$ cat config.mk
export PLATFORM = sky130hd
export DESIGN_NAME = sram_access_ctrl
export DESIGN_NICKNAME = d
export VERILOG_FILES = /design/src/rtl/snn_sram_pkg.sv /design/src/rtl/sram_rsp_fifo.sv /design/src/rtl/sram_access_ctrl.sv
export SDC_FILE = /design/constraint.sdc
export NUM_CORES = 1
export LEC_CHECK = 0
export CAP_MARGIN = 40
export CELL_PAD_IN_SITES_DETAIL_PLACEMENT = 1
export CELL_PAD_IN_SITES_GLOBAL_PLACEMENT = 1
export CORE_UTILIZATION = 41
export CTS_CLUSTER_SIZE = 24
export DETAILED_ROUTE_END_ITERATION = 10
export PLACE_DENSITY_LB_ADDON = 0.08
export SLEW_MARGIN = 40
export SYNTH_ARGS = -nofsm -noshare
export SYNTH_HDL_FRONTEND = slang
export SYNTH_HIERARCHICAL = 1
export SYNTH_SLANG_ARGS = --single-unit
$ cat constraint.sdc
create_clock -name clk -period 2.6 [get_ports clk]
set_input_delay 0.78 -clock clk [delete_from_list [all_inputs] [get_ports clk]]
set_output_delay 0.78 -clock clk [all_outputs]
set_load 0.01 [all_outputs]
$ cat src/rtl/snn_sram_pkg.sv
// snn_sram_pkg: shared SRAM geometry defaults and access controller state encoding.
package snn_sram_pkg;

    localparam int DEF_ADDR_WIDTH = 8;
    localparam int DEF_DATA_WIDTH = 32;
    localparam int DEF_SRAM_DEPTH = 256;

    typedef enum logic [1:0] {
        BOOT  = 2'd0,
        CLEAR = 2'd1,
        RUN   = 2'd2,
        DRAIN = 2'd3
    } state_t;

endpackage

$ cat src/rtl/sram_rsp_fifo.sv
// sram_rsp_fifo: in-order read response buffer with occupancy count.
module sram_rsp_fifo #(
    parameter int WIDTH = 32,
    parameter int DEPTH = 4,
    localparam int AW = $clog2(DEPTH),
    localparam int CW = $clog2(DEPTH + 1)
) (
    input  logic             clk,
    input  logic             rst_n,
    input  logic             push,
    input  logic [WIDTH-1:0] din,
    input  logic             pop,
    output logic [WIDTH-1:0] dout,
    output logic             valid,
    output logic [CW-1:0]    count
);

    localparam logic [AW-1:0] LAST = AW'(DEPTH - 1);

    logic [WIDTH-1:0] mem [DEPTH];
    logic [AW-1:0] wptr, rptr;
    logic pop_ok;

    always_comb begin
        valid = count != '0;
        pop_ok = pop && valid;
        dout = mem[rptr];
    end

    always_ff @(posedge clk or negedge rst_n) begin
        if (!rst_n) begin
            wptr <= '0;
            rptr <= '0;
            count <= '0;
        end else begin
            if (push) wptr <= wptr == LAST ? '0 : wptr + 1'b1;
            if (pop_ok) rptr <= rptr == LAST ? '0 : rptr + 1'b1;
            count <= count + CW'(push) - CW'(pop_ok);
        end
    end

    always_ff @(posedge clk) begin
        if (push) mem[wptr] <= din;
    end

endmodule

$ cat src/rtl/sram_access_ctrl.sv
// sram_access_ctrl: zero-fills an SRAM after reset or on request, then arbitrates
// read/write requests with credit-limited, in-order read responses.
module sram_access_ctrl
    import snn_sram_pkg::*;
#(
    parameter int ADDR_WIDTH = DEF_ADDR_WIDTH,
    parameter int DATA_WIDTH = DEF_DATA_WIDTH,
    parameter int SRAM_DEPTH = DEF_SRAM_DEPTH,
    parameter int RSP_DEPTH  = 4
) (
    input  logic                  clk,
    input  logic                  rst_n,
    input  logic                  req_valid,
    output logic                  req_ready,
    input  logic                  req_we,
    input  logic [ADDR_WIDTH-1:0] req_addr,
    input  logic [DATA_WIDTH-1:0] req_wdata,
    output logic                  rsp_valid,
    input  logic                  rsp_ready,
    output logic [DATA_WIDTH-1:0] rsp_data,
    input  logic                  start_clear,
    output logic                  init_done,
    output logic                  busy,
    output logic                  sram_cs,
    output logic                  sram_we,
    output logic [ADDR_WIDTH-1:0] sram_a,
    output logic [DATA_WIDTH-1:0] sram_d,
    input  logic [DATA_WIDTH-1:0] sram_q
);

    localparam int CW = $clog2(RSP_DEPTH + 1);
    localparam logic [ADDR_WIDTH:0] LAST = (ADDR_WIDTH + 1)'(SRAM_DEPTH - 1);

    state_t state;
    logic [ADDR_WIDTH:0] cnt;
    logic [CW-1:0] count;
    logic inflight, acc, clr, pop;

    // a read issued last cycle already owns a FIFO slot, so it counts as a credit
    always_comb begin
        clr = state == CLEAR;
        req_ready = state == RUN && !start_clear &&
                    ((CW + 1)'(count) + (CW + 1)'(inflight) < (CW + 1)'(RSP_DEPTH));
        acc = req_valid && req_ready;
        sram_cs = clr || acc;
        sram_we = clr || (acc && req_we);
        sram_a = clr ? cnt[ADDR_WIDTH-1:0] : acc ? req_addr : '0;
        sram_d = acc ? req_wdata : '0;
        pop = rsp_valid && rsp_ready;
    end

    always_ff @(posedge clk or negedge rst_n) begin
        if (!rst_n) begin
            state <= BOOT;
            cnt <= '0;
            inflight <= 1'b0;
            init_done <= 1'b0;
            busy <= 1'b1;
        end else begin
            inflight <= acc && !req_we;
            case (state)
                BOOT: state <= CLEAR;
                CLEAR: begin
                    cnt <= cnt + 1'b1;
                    if (cnt == LAST) begin
                        state <= RUN;
                        cnt <= '0;
                        busy <= 1'b0;
                        init_done <= 1'b1;
                    end
                end
                RUN: if (start_clear) begin
                    state <= DRAIN;
                    busy <= 1'b1;
                end
                DRAIN: if (!inflight) state <= CLEAR;
                default: state <= BOOT;
            endcase
        end
    end

    sram_rsp_fifo #(.WIDTH(DATA_WIDTH), .DEPTH(RSP_DEPTH)) u_fifo (
        .clk   (clk),
        .rst_n (rst_n),
        .push  (inflight),
        .din   (sram_q),
        .pop   (pop),
        .dout  (rsp_data),
        .valid (rsp_valid),
        .count (count)
    );

endmodule
==> out/results.ini, run 1 <==
[sta]
fin_ws_ns=-0.206
skew_ns=0.00541
tightestPinTransition_ns=0.551
hold_viol=0
rsz0062_at_grt=true
post-route-period-util_pct=108
drv_slew=0
setup_tns_ns=-6.25
maxSlewHeadroom_pct=63.2
max_freq_mhz=356
final.min_clock_period_ns=2.81
fin_hold_ws_ns=0.485
setup_violations=43

[yosys]
synth_edf_count=128
synth_top_area_share_pct=62.4
ys_seq_area_share_pct=70.9
yosysTopAreaCell=edfxtp_1
synth_warnings=6
syn-num-nets=428
synth_ff_type=edfxtp_1
syn_area_um2=6160
synth_cell_types=39
synthArstFlopShare_pct=14.1
ys_seq_elements=149
yosys-top-cells-area=edfxtp_1 (62%), mux4_2 (10%), dfrtp_1 (8.1%)
synthCells=337
ys_top_cells_by_count=edfxtp_1 (128), and2_1 (37), mux4_2 (28), nand2_1 (23), dfrtp_1 (20)
synth.most_common_cell=edfxtp_1
synth_area_per_cell_um2=18.3

[cts]
clk_pin_slew_ns=0.06
clk_path_buf_depth=2
cts_tree=done
holdBufCountCts=0
clock_latency_ns=0.41
cts_root_buf=clkbuf_16
htree_levels=4
cts_buffers=17
cts.sinks=149

[route]
drt-pass1-iter-count=4
remaining_drc_errors=0
ant_nets=0
wl_um=14300
viasPerCell=5.03
detail_route.iter0.violations=136
wl_per_cell_um=19.6
vias=3680

[floorplanning]
rows=44
num_io_pins=156
die_area_um2=15500
die_h_um=125
core-area_um2=14600
die_w_um=125
start_util_pct=42.2

[worst_hold_path]
worst_hold_path_type=flop to flop
hold_depth=1

[critical_path]
worst-r2r-cell-count=12
crit_fanout=6
start_kind=flop
end_kind=output pin
cp_data_required_time_ns=1.82
critPathKind=flop to output pin
arrival_ns=2.03

[grt]
grt_overflow=0
groute.usage.overall_pct=19.6
grt_max_degree=28
grt_pass1_vias=4164
grt_pass1_wl_um=22600
antenna_found_initial=0

[layout]
area_growth_pct=44.3
nNetsFinal=628
drive_above_1_share_pct=40.7
n_antenna_cell=0

[power]
p_per_area_nw_per_um2=798
peakVddDrop_uv=595
leakage_uw=0.00339

[place]
port_buffers=155
globalplace.congestion=0.687
hpwlAfterDp_um=9180

[status]
violations=setup timing
status=complete, but fails checks

[run]
cap_violations=0

## routing by layer
| layer | part of all wire (%) | global-route usage [%] | vias to the layer above |
|---|---|---|---|
| li1 | - | - | 1687 |
| met2 | 54 | 35.2 | 87 |
| met1 | 40 | 22.3 | 1891 |
| met5 | 0 | 0 | - |
| met4 | 1.3 | 7.65 | 0 |
| met3 | 4.3 | 4.98 | 15 |
## worst max-delay path, cell delays in order (launching register included)
cell and delay, ns:
dfrtp_1 0.39, inv_2 0.08, ha_4 0.15, nand2b_4 0.06, nor4b_4 0.23, buf_6 0.23, buf_16 0.14, buf_6 0.09
and2_4 0.13, buf_6 0.10
## kinds of logic (layout without fill, tap and decap cells)
logic type,after synthesis,after routing,synth area share [%]
mux,38,38,13.0
fa+ha+maj,13,13,2.76
xor+xnor,7,7,0.995
simple gates,84,84,7.78
flops,149,149,70.9
buf+inv,27,238,2.70
compound gates,19,19,1.91
## area by class of cell
class,count,area [um^2]
clock buffer,18,429
clock inverter,12,163
fill,1308,5690
inverter,11,41.3
multi-input combinational,161,1740
sequential,149,4370
tap,184,230
timing repair buffer,197,1910
## power by group
group          internal, uW  switching, uW  leakage, uW  total, uW
sequential             2650           44.4      0.00141       2690
clock                  1580            879     0.000290       2460
combinational          1150            804      0.00169       1950
total                  5370           1730      0.00339       7100
## flip-flops by register name (all words and copies together) (netlist names)
register	count
u_fifo/mem	128
cnt	9
state	2
u_fifo/count	3
u_fifo/rptr	2
inflight	1
u_fifo/wptr	2
init_done	1
busy	1
## stage by stage
step	setup WS [ns]	util, %	total power [uW]	cell area [um^2]	std cells
3_5_place_dp	-0.886	55.3	4660	8070	682
4_1_cts	-0.265	60.6	7250	8840	731
6_report	-0.206	61.0	7100	8890	732
2_1_floorplan	0.0747	-	3800	6160	337
3_3_place_gp	-0.827	55.3	4630	8070	682
5_1_grt	-0.321	61.0	7400	8890	732
## final timing paths
kind                                  from              end  slack [ns]
max reg2reg                u_fifo/count[1]  u_fifo/count[2]       -0.02
min reg2reg                      init_done        init_done        0.49
min                              init_done        init_done        0.49
max in group asynchronous            rst_n             busy        1.59
min in group asynchronous            rst_n         inflight        0.72
max                               state[0]       sram_d[10]       -0.21
## cell usage in the layout, fill, tap and decap left out, types with 3 or more instances in the layout
| master | netlist | layout |
|---|---|---|
| o21ai_0 | 12 | 4 |
| dlygate4sd2_1 | 0 | 5 |
| o21ai_1 | 0 | 4 |
| ha_1 | 12 | 11 |
| xnor2_1 | 4 | 3 |
| buf_12 | 3 | 8 |
| dfrtp_1 | 20 | 18 |
| inv_1 | 11 | 10 |
| bufinv_16 | 0 | 4 |
| edfxtp_1 | 128 | 128 |
| nand2_1 | 23 | 17 |
| clkbuf_2 | 0 | 5 |
| nand2_4 | 0 | 3 |
| buf_6 | 1 | 39 |
| mux4_2 | 28 | 32 |
| clkdlybuf4s50_1 | 0 | 77 |
| and2_2 | 0 | 4 |
| nand3_1 | 4 | 4 |
| mux2i_1 | 4 | 4 |
| and2_1 | 37 | 12 |
| buf_2 | 4 | 37 |
| clkbuf_16 | 0 | 17 |
| nand2_2 | 0 | 3 |
| and2_4 | 0 | 21 |
| xor2_1 | 3 | 3 |
| nor2_1 | 5 | 5 |
| buf_4 | 1 | 20 |
| clkinv_1 | 0 | 4 |
| o21ai_2 | 0 | 4 |
| buf_16 | 0 | 4 |
## repair_timing
item | in CTS | in global routing
pin swaps | 25 | 12
buffers inserted | 12 | 3
resized for setup | 359 | 39
setup endpoints to repair | 77 | 66
endpoints found under the hold margin | 0 | 0
gates cloned | 7 | 0
Note: power is estimated with default switching activity, not from simulation.
==> inputs of run 2 (changes only) <==
- CORE_UTILIZATION: 41 -> 42
- CTS_BUF_LIST: unset -> sky130_fd_sc_hd__clkbuf_2 sky130_fd_sc_hd__clkbuf_4 sky130_fd_sc_hd__clkbuf_8
- SETUP_SLACK_MARGIN: unset -> 0.1
==> run 2 against run 1 <==
Effect of this change: the flow still finishes with violations (setup timing); first-iteration DRC count is 22% higher; via count is 0.98% higher; die area is 2.3% lower; sequential share of layout area is 0.55 points lower; wire length is 3.8% higher; global-route usage is 0.89 points higher; clock skew is 0.0042 ns higher; final cell count is 1.9% higher; worst hold slack better by 0.016 ns; critical endpoint is now sram_d[16]; utilization is 2.9 points higher; combinational power is 28% higher; clock-buffer cell count is 1 lower.
==> out/results.ini, run 2 (synthesis gave the netlist of run 1 again) <==
[critical_path]
slowest_delay_ns=0.39
start_kind=flop
r2r-start=u_fifo/count[0]
crit_top_cell=buf_4
cp_cell_sequence=inv_2, ha_4, nand2b_4, nor4b_4, buf_4, buf_12, buf_16, buf_4, and2_4, buf_6
startpoint=state[0]
end_kind=output pin
regToRegSetupSlack_ns=0.05
crit_fanout=6
critPathKind=flop to output pin
cp_data_required_time_ns=1.82
slowest_stage=dfrtp_1
worst-r2r-cell-count=12
arrival_ns=2.16

[route]
drt-pass1-iter-count=4
ant_nets=0
wl_um=14900
wl_per_cell_um=19.9
remaining_drc_errors=0
wl_met2_um=7890
vias=3716
detail_route.iter0.violations=166
highest_layer=met4
viasPerCell=4.98
drt-met1-wl_um=6050
wl_met3_um=777

[cts]
clk_path_buf_depth=2
clk_pin_slew_ns=0.08
cts_root_buf=clkbuf_8
htree_levels=4
cts_buffers=17
clock_latency_ns=0.45
cts_tree=done
cts.sinks=149

[layout]
final_cell_mix=edfxtp_1 (128), clkdlybuf4s50_1 (77), buf_6 (56)
drive_above_1_share_pct=43.5
fill_cells=1291
n_antenna_cell=0
layout_commonest_cell=edfxtp_1
ff_latch_area_um2=4370
final_area_um2=9000
layout.cells.non_filler=746
largest_reg_flops=128
nNetsFinal=647
area_growth_pct=46.0
reg.largest.list=u_fifo/mem x128, cnt x9, u_fifo/count x3
multi_input_area_um2=1750
top_register=u_fifo/mem

[floorplanning]
die_w_um=123
start_util_pct=43.7
die_h_um=123
die_area_um2=15200
core-area_um2=14100
rows=43
num_io_pins=156

[run]
cap_violations=0

[worst_hold_path]
worstHoldStart=init_done
hold_depth=1
worst_hold_path_type=flop to flop

[status]
violations=setup timing
status=complete, but fails checks

[place]
dp.cells=680
post-place-ws_ns=-0.882
dpl_cell_area_um2=8140
port_buffers=155
globalplace.congestion=0.718
hpwlAfterDp_um=9000

[sta]
hold_viol=0
tightestPinTransition_ns=0.627
maxSlewHeadroom_pct=58.2
drv_slew=0
post-route-period-util_pct=113
rsz0062_at_grt=true
final.min_clock_period_ns=2.94
skew_ns=0.00962
fin_ws_ns=-0.341
setup_violations=54
max_freq_mhz=340

[power]
peakVddDrop_uv=450
p_per_area_nw_per_um2=773
leakage_uw=0.00343

[grt]
antenna_found_initial=0
grt_pass1_vias=4075
grt_max_degree=33
grt_overflow=0
grt_pass1_wl_um=22200
groute.usage.overall_pct=20.5

-- run 2: area by class of cell --
type | count | area share (%)
Inverter | 11 | 0.459
Clock buffer | 17 | 2.60
Tap cell | 180 | 2.50
Clock inverter | 12 | 1.56
Timing Repair Buffer | 216 | 24.8
Multi-Input combinational cell | 161 | 19.5
Sequential cell | 149 | 48.6
-- run 2: through the flow --
stage	setup TNS [ns]	util [%]	power, uW	hold WS [ns]
after floorplan	0	-	3800	0.484
after detailed placement	-34.04	57.8	4750	0.457
after CTS	-11.77	62.8	6860	0.484
final	-12.24	63.8	6960	0.502
after global routing	-19.37	63.8	7260	0.529
after global placement	-32.49	57.8	4720	0.460
-- run 2: what timing repair did --
| action | 4_1_cts | 5_1_grt |
|---|---|---|
| gates resized for setup | 381 | 33 |
| cloned | 8 | 0 |
| pin swaps | 17 | 12 |
| hold buffers | 0 | 0 |
| setup buffers | 22 | 10 |
| endpoints found under the setup margin | 77 | 78 |
-- run 2: worst paths after layout --
check / end
min in group asynchronous: cnt[4]
worst min register to register: init_done
worst max register to register: u_fifo/count[2]
max in group asynchronous: busy
worst min-delay path: init_done
worst max-delay path: sram_d[16]
-- run 2: worst max-delay path, delay by kind of cell (launching register included) --
kind / cells / cell delay, ns
DFF: 1 / 0.39
and+or+nand+nor: 3 / 0.48
adders and majority gates: 1 / 0.16
buffers and inverters: 6 / 0.69
-- run 2: power by group --
group	leakage, uW	switching, uW	internal [uW]	total [uW]
logic	0.00183	907	1600	2500
clock network	0.000185	820	916	1740
registers	0.00141	76.9	2640	2720
total	0.00343	1800	5160	6960
-- run 2: layer usage --
| metal | up-vias | GRT usage, % |
|---|---|---|
| met1 | 1869 | 25.6 |
| met3 | 14 | 5.77 |
| met5 | - | 0 |
| met4 | 0 | 5.87 |
| met2 | 114 | 35.0 |
| li1 | 1719 | - |
==> inputs of run 3 (changes only) <==
- CORE_UTILIZATION: 42 -> 38
- clock period: 2.6 -> 2.5 ns (I/O delays scaled with it)
==> run 3 against run 2 <==
Effect of this change: the run still ends with setup timing left; non-clock buffer count is 7 lower; final area is 2.0% higher; total power is 3.4% higher; wire length is 5.0% lower; utilization is 6.0 points lower; clock-buffer cell count stayed put; critical path type is now primary input to output pin; critical endpoint is now sram_d[2]; highest routed layer unchanged.
==> out/results.ini, run 3 (synthesis gave the netlist of run 1 again) <==
[power]
peakVddDrop_uv=553
p_total_uw=7190
p_per_area_nw_per_um2=784
leakage_uw=0.00341

[floorplanning]
die_h_um=129
num_io_pins=156
die_area_um2=16700
rows=46
die_w_um=129
start_util_pct=38.8
core-area_um2=15900

[critical_path]
arrival_ns=2.06
cp_cell_sequence=dlygate4sd2_1, nand2b_4, nor4b_4, buf_6, buf_12, buf_16, and2_1, buf_2
slowest_delay_ns=0.25
end_kind=output pin
start_kind=primary input
crit_fanout=6
slowest_stage=dlygate4sd2_1
critPathKind=primary input to output pin
cp_data_required_time_ns=1.75

[layout]
nNetsFinal=640
final_cell_mix=edfxtp_1 (128), clkdlybuf4s50_1 (77), buf_6 (72)
layout_commonest_cell=edfxtp_1
n_antenna_cell=0
top_register=u_fifo/mem
utilization_pct=57.8
largest_reg_flops=128
drive_above_1_share_pct=46.0
final_area_um2=9180
area_growth_pct=48.9
reg.largest.list=u_fifo/mem x128, cnt x9, u_fifo/count x3

[grt]
grt_max_degree=23
grt_pass1_wl_um=20900
antenna_found_initial=0
grt_pass1_vias=3909
grt_overflow=0
groute.usage.overall_pct=17.1

[sta]
maxSlewHeadroom_pct=66.8
post-route-period-util_pct=112
fin_ws_ns=-0.306
skew_ns=0.0153
max_freq_mhz=356
final.min_clock_period_ns=2.81
rsz0062_at_grt=true
drv_slew=0
tightestPinTransition_ns=0.497
hold_viol=0
setup_violations=64

[cts]
cts_tree=done
cts_root_buf=clkbuf_8
cts.sinks=149
clk_pin_slew_ns=0.08
holdBufCountCts=0
cts_buffers=17
clock_latency_ns=0.44
htree_levels=4
clk_path_buf_depth=2

[route]
detail_route.iter0.violations=163
vias=3666
wl_per_cell_um=18.2
wl_um=14100
ant_nets=0
remaining_drc_errors=0
drt-pass1-iter-count=4
viasPerCell=4.72

[place]
globalplace.congestion=0.764
dpl_cell_area_um2=8230
port_buffers=155
hpwlAfterDp_um=9180

[run]
cap_violations=0

[status]
status=complete, but fails checks
violations=setup timing

[worst_hold_path]
worst_hold_path_type=flop to flop

[run 3: per-stage QoR]
| stage | setup TNS [ns] | std cells | hold WS [ns] | setup WS [ns] |
|---|---|---|---|---|
| global route | -18.66 | 777 | 0.501 | -0.385 |
| CTS | -15.07 | 767 | 0.483 | -0.353 |
| floorplan | 0 | 337 | 0.454 | 0.0723 |
| finish | -13.09 | 777 | 0.477 | -0.306 |
| global placement | -34.27 | 719 | 0.466 | -0.866 |
| detailed placement | -36.42 | 719 | 0.459 | -0.924 |
[run 3: per-layer routing]
layer | global-route usage, % | share of wire (%) | vias to the layer above
li1 | - | - | 1711
met1 | 20.5 | 41 | 1844
met2 | 29.3 | 52 | 98
met3 | 5.45 | 6.0 | 13
met4 | 5.74 | 0.79 | 0
met5 | 0 | 0 | -
[run 3: power by group]
| part | switching, uW | total, uW | internal [uW] |
|---|---|---|---|
| clock network | 874 | 1850 | 973 |
| registers | 63.8 | 2810 | 2750 |
| logic | 932 | 2540 | 1600 |
[run 3: worst paths after layout]
check / slack, ns / end / depth (start not counted) / start
max: -0.31 / sram_d[2] / 8 / start_clear
min: 0.48 / init_done / 1 / init_done
max reg2reg: 0.09 / u_fifo/count[2] / 12 / u_fifo/count[0]
min reg2reg: 0.48 / init_done / 1 / init_done
max in group asynchronous: 1.57 / busy / 2 / rst_n
min in group asynchronous: 0.65 / u_fifo/count[0] / 2 / rst_n
[run 3: timing repair]
item                       4_1_cts  5_1_grt
resized for setup              364       93
setup buffers                   15        8
pin swaps                        9       33
setup endpoints to repair       78       78
cloned                           3        3
[run 3: worst max-delay path: cells and delay by family]
family | cells | cell delay [ns]
and+or+nand+nor | 3 | 0.49
buffers and inverters | 5 | 0.81
[run 3: cell type report]
type,count,area [um^2]
well taps,216,270
flip-flops and latches,149,4370
multi-input cells,161,1810
inverters,11,43.8
fillers,1491,6710
repair buffers,209,2290
clock buffers,17,234
clock inverters,14,161
